==> src/rtl/trace_stream_receiver.sv <==
// Trace stream receiver: buffers AXI-Stream trace beats in a 2-entry FIFO,
// unpacks them into instr/delta/pc/events records, and tracks frame boundaries.
// It also rebuilds an absolute timestamp from the per-record clock deltas.
// Optional statistics counters are enabled by defining TRACE_STREAM_RECEIVER_STATS_EN.
// When that macro is undefined, frame_count and record_count read as 0.
module trace_stream_receiver #(
  parameter int unsigned DATA_WIDTH  = 512,
  parameter int unsigned INSTR_WIDTH = 32,
  parameter int unsigned DELTA_WIDTH = 64,
  parameter int unsigned PC_WIDTH    = 64,
  localparam int unsigned EVT_WIDTH  = DATA_WIDTH - INSTR_WIDTH - DELTA_WIDTH - PC_WIDTH
) (
  input  logic                   clk,
  input  logic                   rst_n,
  // Trace packet stream
  input  logic                   S_AXIS_tvalid,
  output logic                   S_AXIS_tready,
  input  logic [DATA_WIDTH-1:0]  S_AXIS_tdata,
  input  logic                   S_AXIS_tlast,
  // Synchronous flush
  input  logic                   clear,
  // Decoded record
  output logic                   out_valid,
  input  logic                   out_ready,
  output logic [INSTR_WIDTH-1:0] out_instr,
  output logic [PC_WIDTH-1:0]    out_pc,
  output logic [DELTA_WIDTH-1:0] out_delta,
  output logic [EVT_WIDTH-1:0]   out_events,
  output logic [DELTA_WIDTH-1:0] out_timestamp,
  output logic                   out_first,
  output logic                   out_last,
  // Statistics
  output logic [31:0]            frame_count,
  output logic [31:0]            record_count
);

  localparam int unsigned PcLsb    = EVT_WIDTH;
  localparam int unsigned DeltaLsb = EVT_WIDTH + PC_WIDTH;
  localparam int unsigned InstrLsb = EVT_WIDTH + PC_WIDTH + DELTA_WIDTH;

  typedef enum logic {StIdle, StInFrame} state_e;

  // FIFO storage: {tlast, tdata}
  logic [DATA_WIDTH:0]    mem_q [2];
  logic                   wr_ptr_q, wr_ptr_d;
  logic                   rd_ptr_q, rd_ptr_d;
  logic [1:0]             occ_q, occ_d;
  // Low during reset and until the first edge after release
  logic                   rdy_q;
  logic [DELTA_WIDTH-1:0] acc_q, acc_d;
  state_e                 state_q, state_d;

  logic                   push;
  logic                   pop;
  logic [DATA_WIDTH:0]    head;
  logic [DATA_WIDTH-1:0]  head_data;

  assign S_AXIS_tready = rdy_q & (occ_q < 2'd2);
  assign out_valid     = (occ_q != 2'd0);
  assign push          = S_AXIS_tvalid & S_AXIS_tready;
  assign pop           = out_valid & out_ready;

  assign head      = mem_q[rd_ptr_q];
  assign head_data = head[DATA_WIDTH-1:0];

  assign out_instr     = head_data[InstrLsb +: INSTR_WIDTH];
  assign out_delta     = head_data[DeltaLsb +: DELTA_WIDTH];
  assign out_pc        = head_data[PcLsb +: PC_WIDTH];
  assign out_events    = head_data[EVT_WIDTH-1:0];
  assign out_last      = head[DATA_WIDTH];
  assign out_timestamp = acc_q + out_delta;
  assign out_first     = out_valid & (state_q == StIdle);

  // Payload storage; contents are don't-care while empty so no reset is needed
  always_ff @(posedge clk) begin
    if (push && !clear) begin
      mem_q[wr_ptr_q] <= {S_AXIS_tlast, S_AXIS_tdata};
    end
  end

  // Next-state for FIFO pointers/occupancy, timestamp accumulator and frame FSM
  always_comb begin
    wr_ptr_d = wr_ptr_q;
    rd_ptr_d = rd_ptr_q;
    occ_d    = occ_q;
    acc_d    = acc_q;
    state_d  = state_q;
    if (clear) begin
      wr_ptr_d = 1'b0;
      rd_ptr_d = 1'b0;
      occ_d    = 2'd0;
      acc_d    = '0;
      state_d  = StIdle;
    end else begin
      if (push) begin
        wr_ptr_d = ~wr_ptr_q;
      end
      if (pop) begin
        rd_ptr_d = ~rd_ptr_q;
        acc_d    = acc_q + out_delta;
        state_d  = out_last ? StIdle : StInFrame;
      end
      case ({push, pop})
        2'b10:   occ_d = occ_q + 2'd1;
        2'b01:   occ_d = occ_q - 2'd1;
        default: occ_d = occ_q;
      endcase
    end
  end

  // Control state register
  always_ff @(posedge clk or negedge rst_n) begin
    if (!rst_n) begin
      wr_ptr_q <= 1'b0;
      rd_ptr_q <= 1'b0;
      occ_q    <= 2'd0;
      rdy_q    <= 1'b0;
      acc_q    <= '0;
      state_q  <= StIdle;
    end else begin
      wr_ptr_q <= wr_ptr_d;
      rd_ptr_q <= rd_ptr_d;
      occ_q    <= occ_d;
      rdy_q    <= 1'b1;
      acc_q    <= acc_d;
      state_q  <= state_d;
    end
  end

`ifdef TRACE_STREAM_RECEIVER_STATS_EN
  logic [31:0] frame_cnt_q, frame_cnt_d;
  logic [31:0] record_cnt_q, record_cnt_d;

  // Counter next-state; both wrap naturally at 2^32
  always_comb begin
    frame_cnt_d  = frame_cnt_q;
    record_cnt_d = record_cnt_q;
    if (clear) begin
      frame_cnt_d  = '0;
      record_cnt_d = '0;
    end else if (pop) begin
      record_cnt_d = record_cnt_q + 32'd1;
      if (out_last) begin
        frame_cnt_d = frame_cnt_q + 32'd1;
      end
    end
  end

  // Counter registers
  always_ff @(posedge clk or negedge rst_n) begin
    if (!rst_n) begin
      frame_cnt_q  <= '0;
      record_cnt_q <= '0;
    end else begin
      frame_cnt_q  <= frame_cnt_d;
      record_cnt_q <= record_cnt_d;
    end
  end

  assign frame_count  = frame_cnt_q;
  assign record_count = record_cnt_q;
`else
  assign frame_count  = 32'd0;
  assign record_count = 32'd0;
`endif

endmodule

==> config.mk <==
export PLATFORM = sky130hd
export DESIGN_NAME = trace_stream_receiver
export DESIGN_NICKNAME = d
export VERILOG_FILES = /design/src/rtl/trace_stream_receiver.sv
export SDC_FILE = /design/constraint.sdc
export NUM_CORES = 1
export LEC_CHECK = 0
export CAP_MARGIN = 10
export CORE_AREA = 3 3 447 449
export DETAILED_ROUTE_END_ITERATION = 16
export DIE_AREA = 0 0 450 452
export GPL_TIMING_DRIVEN = 0
export PLACE_DENSITY = 0.53
export REMOVE_ABC_BUFFERS = 1
export SLEW_MARGIN = 25
export SYNTH_ARGS = -nofsm -noshare
export SYNTH_HDL_FRONTEND = slang
export SYNTH_SLANG_ARGS = --single-unit
==> constraint.sdc <==
create_clock -name clk -period 44 [get_ports clk]
set_input_delay 6.6 -clock clk [delete_from_list [all_inputs] [get_ports clk]]
set_output_delay 6.6 -clock clk [all_outputs]
set_load 0.02 [all_outputs]
==> flow_metrics.py, run 1 <==
metrics = {
    "min_path": {
        "hold_depth": 2,
        "hold_path_end": "acc_q[17]$_DFFE_PN0P_",
        "hold_path_class": "reg2reg",
        "min-delay-start": "acc_q[17]$_DFFE_PN0P_",
    },
    "timing": {
        "slew-limit-headroom": 0.335,
        "min_period_over_period": 0.294,
        "worstMarginPinSlew_ns": 0.991,
        "fin_ws_ns": 31.06,
        "fin_worst_skew_ns": 0.0413,
        "rsz0062_at_grt": "false",
        "fmax_mhz": 77.3,
        "hold_slack_ns": 0.526,
        "min_period_ns": 12.94,
        "hold_viol": 0,
        "fin_setup_tns_ns": 0,
        "slew_violations": 0,
        "final-setup-viol-count": 0,
    },
    "floorplanning": {
        "rows": 163,
        "top_level_ports": 1162,
        "core_area_um2": 197000,
        "die_area_um2": 203000,
        "die_y_um": 452,
        "initial_utilization": 0.226,
        "fp.dieW_um": 450,
    },
    "clocking": {
        "htree_levels": 4,
        "post_cts_buffers": 0,
        "cts_tree": "built",
        "hold_buffers": 0,
        "cts-root-buf": "clkbuf_16",
        "cts_buffers": 132,
        "cts.repair.resized": 0,
        "cts.sinks": 1096,
        "clkSlewWorstSetupHoldPaths_ns": 0.05,
        "clockBufferDepth": 3,
        "clk_latency_ns": 0.78,
    },
    "critical_path": {
        "crit_path_max_fanout": 39,
        "r2r_setup_slack_ns": 38.90,
        "reg2reg_depth": 14,
        "r2r-start": "rd_ptr_q$_DFFE_PN0P_",
        "worstSetupEndpointType": "primary output",
        "cp.required_ns": 37.40,
        "setup.worst_path.class": "reg2out",
        "start_kind": "register",
        "arrival_ns": 6.34,
        "worstReg2RegEnd": "acc_q[55]$_DFFE_PN0P_",
    },
    "global_routing": {
        "grt_pass1_wl_mm": 209,
        "grt_max_degree": 47,
        "grt_usage": 0.143,
        "grt_overflow": 0,
        "antenna_found_initial": 35,
        "grt_pass1_vias": 28600,
    },
    "route": {
        "avgRoutedWirePerCell_um": 22.6,
        "route.vias.total": 27600,
        "ant_nets": 0,
        "wl_mm": 151,
        "drt_iter0_drc": 1507,
        "dr.pass1.iters": 5,
        "drc": 0,
        "via_per_inst": 4.14,
    },
    "power": {
        "power.leakage_nw": 22.0,
        "vdd_drop_max_mv": 0.0329,
        "power.total_mw": 2.55,
        "p_per_area_nw_per_um2": 39.9,
    },
    "placement": {
        "dp_cells": 6421,
        "port_buffers": 1097,
        "place_ws_ns": 31.73,
        "placed_area_um2": 59800,
        "dpl.hpwl_mm": 119,
        "finalWeightedCongestion": 0.824,
    },
    "final_layout": {
        "design_area_um2": 64000,
        "final_cells": 6673,
        "postLayoutCoreUtil": 0.326,
        "area_delta_synth_final_pct": 43.9,
        "drive_above_1_share": 0.222,
        "fillers": 19300,
        "final_nets": 4497,
    },
    "synthesis": {
        "synthArstFlopShare": 0.0639,
        "yosysSeqAreaShare": 0.732,
        "synth_top_cell_by_area": "edfxtp_1",
        "synth_commonest_cells": "edfxtp_1 (1026), mux2_2 (511), nand2_1 (148), a21oi_1 (133), clkbuf_1 (99)",
        "synthCells": 2629,
        "synth_flop_cell": "edfxtp_1",
        "yosys_warnings": 0,
        "ys_ff_latch": 1096,
        "synth_cell_types": 72,
        "post-synth-top-count-cell": "edfxtp_1",
        "synthTopCellsByArea": "edfxtp_1 (69%), mux2_2 (13%), dfrtp_1 (3.9%)",
        "synthesis.area_um2": 44500,
        "postSynthAreaPerCell_um2": 16.9,
        "synth_top_area_frac": 0.692,
        "synth_enable_flop_cells": 1026,
    },
    "status": {
        "status": "completed",
    },
    "flow_run": {
        "cap_violations": 0,
    },
}
## placed cells by master, fill, tap and decap left out, types with 7 or more instances in the layout
master           Yosys  final
nand3_1             29     29
and3_1              19     19
edfxtp_1          1026   1026
xor2_1              20     20
mux2_2             511    511
o21a_1              12     12
xnor2_1             45     45
nand2_1            148    147
ha_1                63     63
clkdlybuf4s50_1      0   1095
a21oi_1            133    133
nand4_1             30     30
a31oi_1             15     15
clkinv_1             1     28
clkbuf_1            99     26
nor3_1              26     25
o211ai_1             7      7
inv_1               23     23
a21o_1              33     33
buf_16               0     11
clkbuf_16            0    133
buf_6                0     22
nor2_1              61     60
bufinv_16            0      7
diode_2              0     12
dfrtp_1             70     69
clkinv_2             0     16
buf_4               64    133
conb_1               2     65
clkinv_4             0      7
o21bai_1            16     16
or4_1                7      7
o21ai_0             45     45
## layout make-up
type / count / area [um2] / share of cell area
Clock buffer: 161 / 3450 / 0.0540
Antenna cell: 12 / 30.0 / 0.000469
Timing Repair Buffer: 1267 / 12600 / 0.197
Tap cell: 2640 / 3300 / 0.0516
Clock inverter: 79 / 751 / 0.0117
Sequential cell: 1096 / 32600 / 0.509
Multi-Input combinational cell: 1394 / 11200 / 0.175
Inverter: 24 / 90.1 / 0.00141
## power by group
group	switching [mW]	internal, mW
sequential	0.00603	1.17
combinational	0.169	0.148
clock	0.457	0.608
## registers in the layout, summed over array words and instances, names as in the netlist
register  flops
occ_q         2
rd_ptr_q      1
rdy_q         1
mem_q      1026
wr_ptr_q      1
acc_q        64
state_q       1
## routing by layer
layer,vias up,routed length [um],GRT usage,part of all wire
li1,12700,-,-,-
met4,12,4080,0.0445,0.027
met1,13800,54200,0.148,0.36
met3,236,12000,0.0527,0.079
met5,-,90,0,0.00060
met2,877,80600,0.265,0.53
## how the worst max path moves through the flow
| stage | from | to | slack [ns] | cells past startpoint |
|---|---|---|---|---|
| floorplan | S_AXIS_tvalid | mem_q[1][0]$_DFFE_PP_ | -1.89 | 2 |
| global placement | clear | mem_q[1][25]$_DFFE_PP_ | -34.53 | 2 |
| detailed placement | rd_ptr_q$_DFFE_PN0P_ | out_timestamp[57] | 31.73 | 15 |
| CTS | rd_ptr_q$_DFFE_PN0P_ | out_timestamp[57] | 30.85 | 15 |
| global route | rd_ptr_q$_DFFE_PN0P_ | out_timestamp[57] | 30.68 | 15 |
| finish | rd_ptr_q$_DFFE_PN0P_ | out_timestamp[57] | 31.06 | 15 |
## cell families after synthesis
kind of cell | Yosys count | synth area share
XOR/XNOR | 65 | 0.0128
flip-flops | 1096 | 0.732
buffers and inverters | 202 | 0.0226
AO/OA/AOI/OAI | 318 | 0.0446
AND/OR/NAND/NOR | 366 | 0.0395
other | 2 | 0.000169
multiplexers | 516 | 0.130
adder cells (fa/ha/maj) | 64 | 0.0182
## critical path: stages (launching register included)
cell and delay, ns:
dfrtp_4 0.77, buf_16 0.28, buf_16 0.28, buf_12 0.25, mux2_2 0.46, ha_1 0.43
nand4_2 0.17, a21oi_2 0.21, o21bai_1 0.11, a211o_1 0.36, or4_4 0.54, a31oi_1 0.39
or3_1 0.27, a21boi_1 0.11, xnor2_1 0.20, clkdlybuf4s50_1 0.65
No activity file was read; power rests on OpenSTA's default activity.
==> run 2: changes to the inputs <==
- CORE_AREA: 3 3 447 449 -> 3 3 458 460
- DIE_AREA: 0 0 450 452 -> 0 0 461 463
- clock period: 44 -> 11 ns (I/O delays scaled with it)
==> flow_metrics.py, run 2 (synthesis results as in run 1) <==
metrics = {
    "final_layout": {
        "reg.largest.list": "mem_q: 1026 flops, acc_q: 64 flops, occ_q: 2 flops",
        "final_cells": 6747,
        "layout_commonest_cell": "clkdlybuf4s50_1",
        "regMostFlops": "mem_q",
        "postLayoutCoreUtil": 0.311,
        "final_cell_mix": "clkdlybuf4s50_1 (1095), edfxtp_1 (1026), mux2_2 (511)",
        "design_area_um2": 64100,
        "area_delta_synth_final_pct": 44.1,
        "final_nets": 4498,
        "largest_reg_flops": 1026,
        "drive_above_1_share": 0.222,
    },
    "global_routing": {
        "grt_max_degree": 50,
        "antenna_found_initial": 87,
        "grt_overflow": 0,
        "grt_pass1_vias": 28800,
        "grt_usage": 0.141,
        "grt_pass1_wl_mm": 215,
    },
    "critical_path": {
        "worstReg2RegEnd": "acc_q[58]$_DFFE_PN0P_",
        "startpoint": "rd_ptr_q$_DFFE_PN0P_",
        "setup.worst_path.class": "reg2out",
        "worstSetupEndpointType": "primary output",
        "start_kind": "register",
        "cp.required_ns": 9.35,
        "arrival_ns": 7.16,
        "reg2reg_depth": 15,
        "crit_path_max_fanout": 47,
        "r2r-start": "rd_ptr_q$_DFFE_PN0P_",
        "r2r_setup_slack_ns": 5.27,
    },
    "power": {
        "power.total_mw": 10.2,
        "swShare": 0.248,
        "p_switching_mw": 2.53,
        "p_seq_frac": 0.461,
        "pwr-share-comb": 0.125,
        "vdd_drop_max_mv": 0.136,
        "p_per_area_nw_per_um2": 159,
        "power.leakage_nw": 22.1,
        "internal_power_mw": 7.65,
        "p_clk_frac": 0.414,
    },
    "timing": {
        "hold_viol": 0,
        "fin_worst_skew_ns": 0.0324,
        "slew-limit-headroom": 0.442,
        "rsz0062_at_grt": "false",
        "min_period_over_period": 0.800,
        "final-setup-viol-count": 0,
        "hold_slack_ns": 0.522,
        "worstMarginPinSlew_ns": 0.837,
        "min_period_ns": 8.81,
        "slew_violations": 0,
        "fin_setup_tns_ns": 0,
        "fin_ws_ns": 2.19,
        "fmax_mhz": 114,
    },
    "clocking": {
        "post_cts_buffers": 0,
        "hold_buffers": 0,
        "cts.sinks": 1096,
        "clkSlewWorstSetupHoldPaths_ns": 0.06,
        "htree_levels": 4,
        "cts_buffers": 131,
        "cts.repair.resized": 0,
        "cts-root-buf": "clkbuf_16",
        "clk_latency_ns": 0.76,
        "clockBufferDepth": 3,
        "cts_tree": "built",
    },
    "route": {
        "dr.pass1.iters": 6,
        "drt_iter0_drc": 1712,
        "wl_mm": 155,
        "drc": 0,
        "ant_nets": 0,
        "route.vias.total": 27800,
        "via_per_inst": 4.11,
        "avgRoutedWirePerCell_um": 23.0,
    },
    "floorplanning": {
        "top_level_ports": 1162,
        "fp.dieW_um": 461,
        "die_area_um2": 213000,
        "die_y_um": 463,
        "initial_utilization": 0.216,
        "rows": 167,
        "core_area_um2": 206000,
    },
    "placement": {
        "dpl.hpwl_mm": 123,
        "finalWeightedCongestion": 0.831,
        "place_ws_ns": 2.81,
        "placed_area_um2": 59900,
        "dp_cells": 6487,
        "port_buffers": 1097,
    },
    "min_path": {
        "hold_depth": 2,
        "hold_path_class": "reg2reg",
        "hold_path_end": "acc_q[45]$_DFFE_PN0P_",
        "min-delay-start": "acc_q[45]$_DFFE_PN0P_",
    },
    "flow_run": {
        "cap_violations": 0,
    },
    "status": {
        "status": "completed",
    },
}
[run 2: cell types whose count changed in the layout (fill, tap and decap cells not counted), sizes merged]
cell	before	now
bufinv	7	6
clkinvlp	6	1
buf	172	174
diode	12	22
clkinv	56	63
inv	34	28
clkbuf	161	164
[run 2: layout make-up]
type	count	area (um2)
Tap cell	2704	3380
Clock buffer	164	3420
Antenna cell	22	55.1
Sequential cell	1096	32600
Multi-Input combinational cell	1394	11200
Timing Repair Buffer	1269	12600
Inverter	24	91.3
Fill cell	20400	142000
Clock inverter	74	757
[run 2: power by group through the flow]
stage                     Clock (mW)  Sequential [mW]  Combinational, mW
after floorplan                    0             4.92              0.578
after global placement             0             5.09               1.34
after detailed placement           0             4.77               1.29
after CTS                       4.39             4.69               1.30
after global routing            4.54             4.69               1.36
final                           4.21             4.69               1.27
[run 2: worst max-delay path, cell delays in order, from the launching register on]
cell	delay (ns)
dfrtp_4	0.57
buf_16	0.24
buf_16	0.29
buf_16	0.29
buf_12	0.25
mux2_2	0.43
ha_1	0.38
a21oi_1	0.22
o211ai_1	0.13
a21boi_0	0.51
a31oi_1	0.37
a311oi_1	0.52
nor2_1	0.19
a21oi_1	0.64
o21ai_0	0.24
xor2_1	0.24
clkdlybuf4s50_1	0.70
[run 2: routing by layer]
layer / global-route usage / vias to the layer above / wire length [um] / share of wire
met5: 0 / - / 733 / 0.0047
met1: 0.148 / 13600 / 55900 / 0.36
li1: - / 12700 / - / -
met4: 0.0476 / 110 / 5000 / 0.032
met2: 0.236 / 1071 / 74600 / 0.48
met3: 0.0791 / 300 / 19100 / 0.12
[run 2: worst max path at each step]
stage	end	slack (ns)	cells after the start
3_3_place_gp	mem_q[1][116]$_DFFE_PP_	-61.26	2
6_report	out_timestamp[58]	2.19	16
3_5_place_dp	out_timestamp[58]	2.81	16
5_1_grt	out_timestamp[58]	1.60	16
4_1_cts	out_timestamp[58]	1.90	16
2_1_floorplan	mem_q[1][0]$_DFFE_PP_	-29.94	2
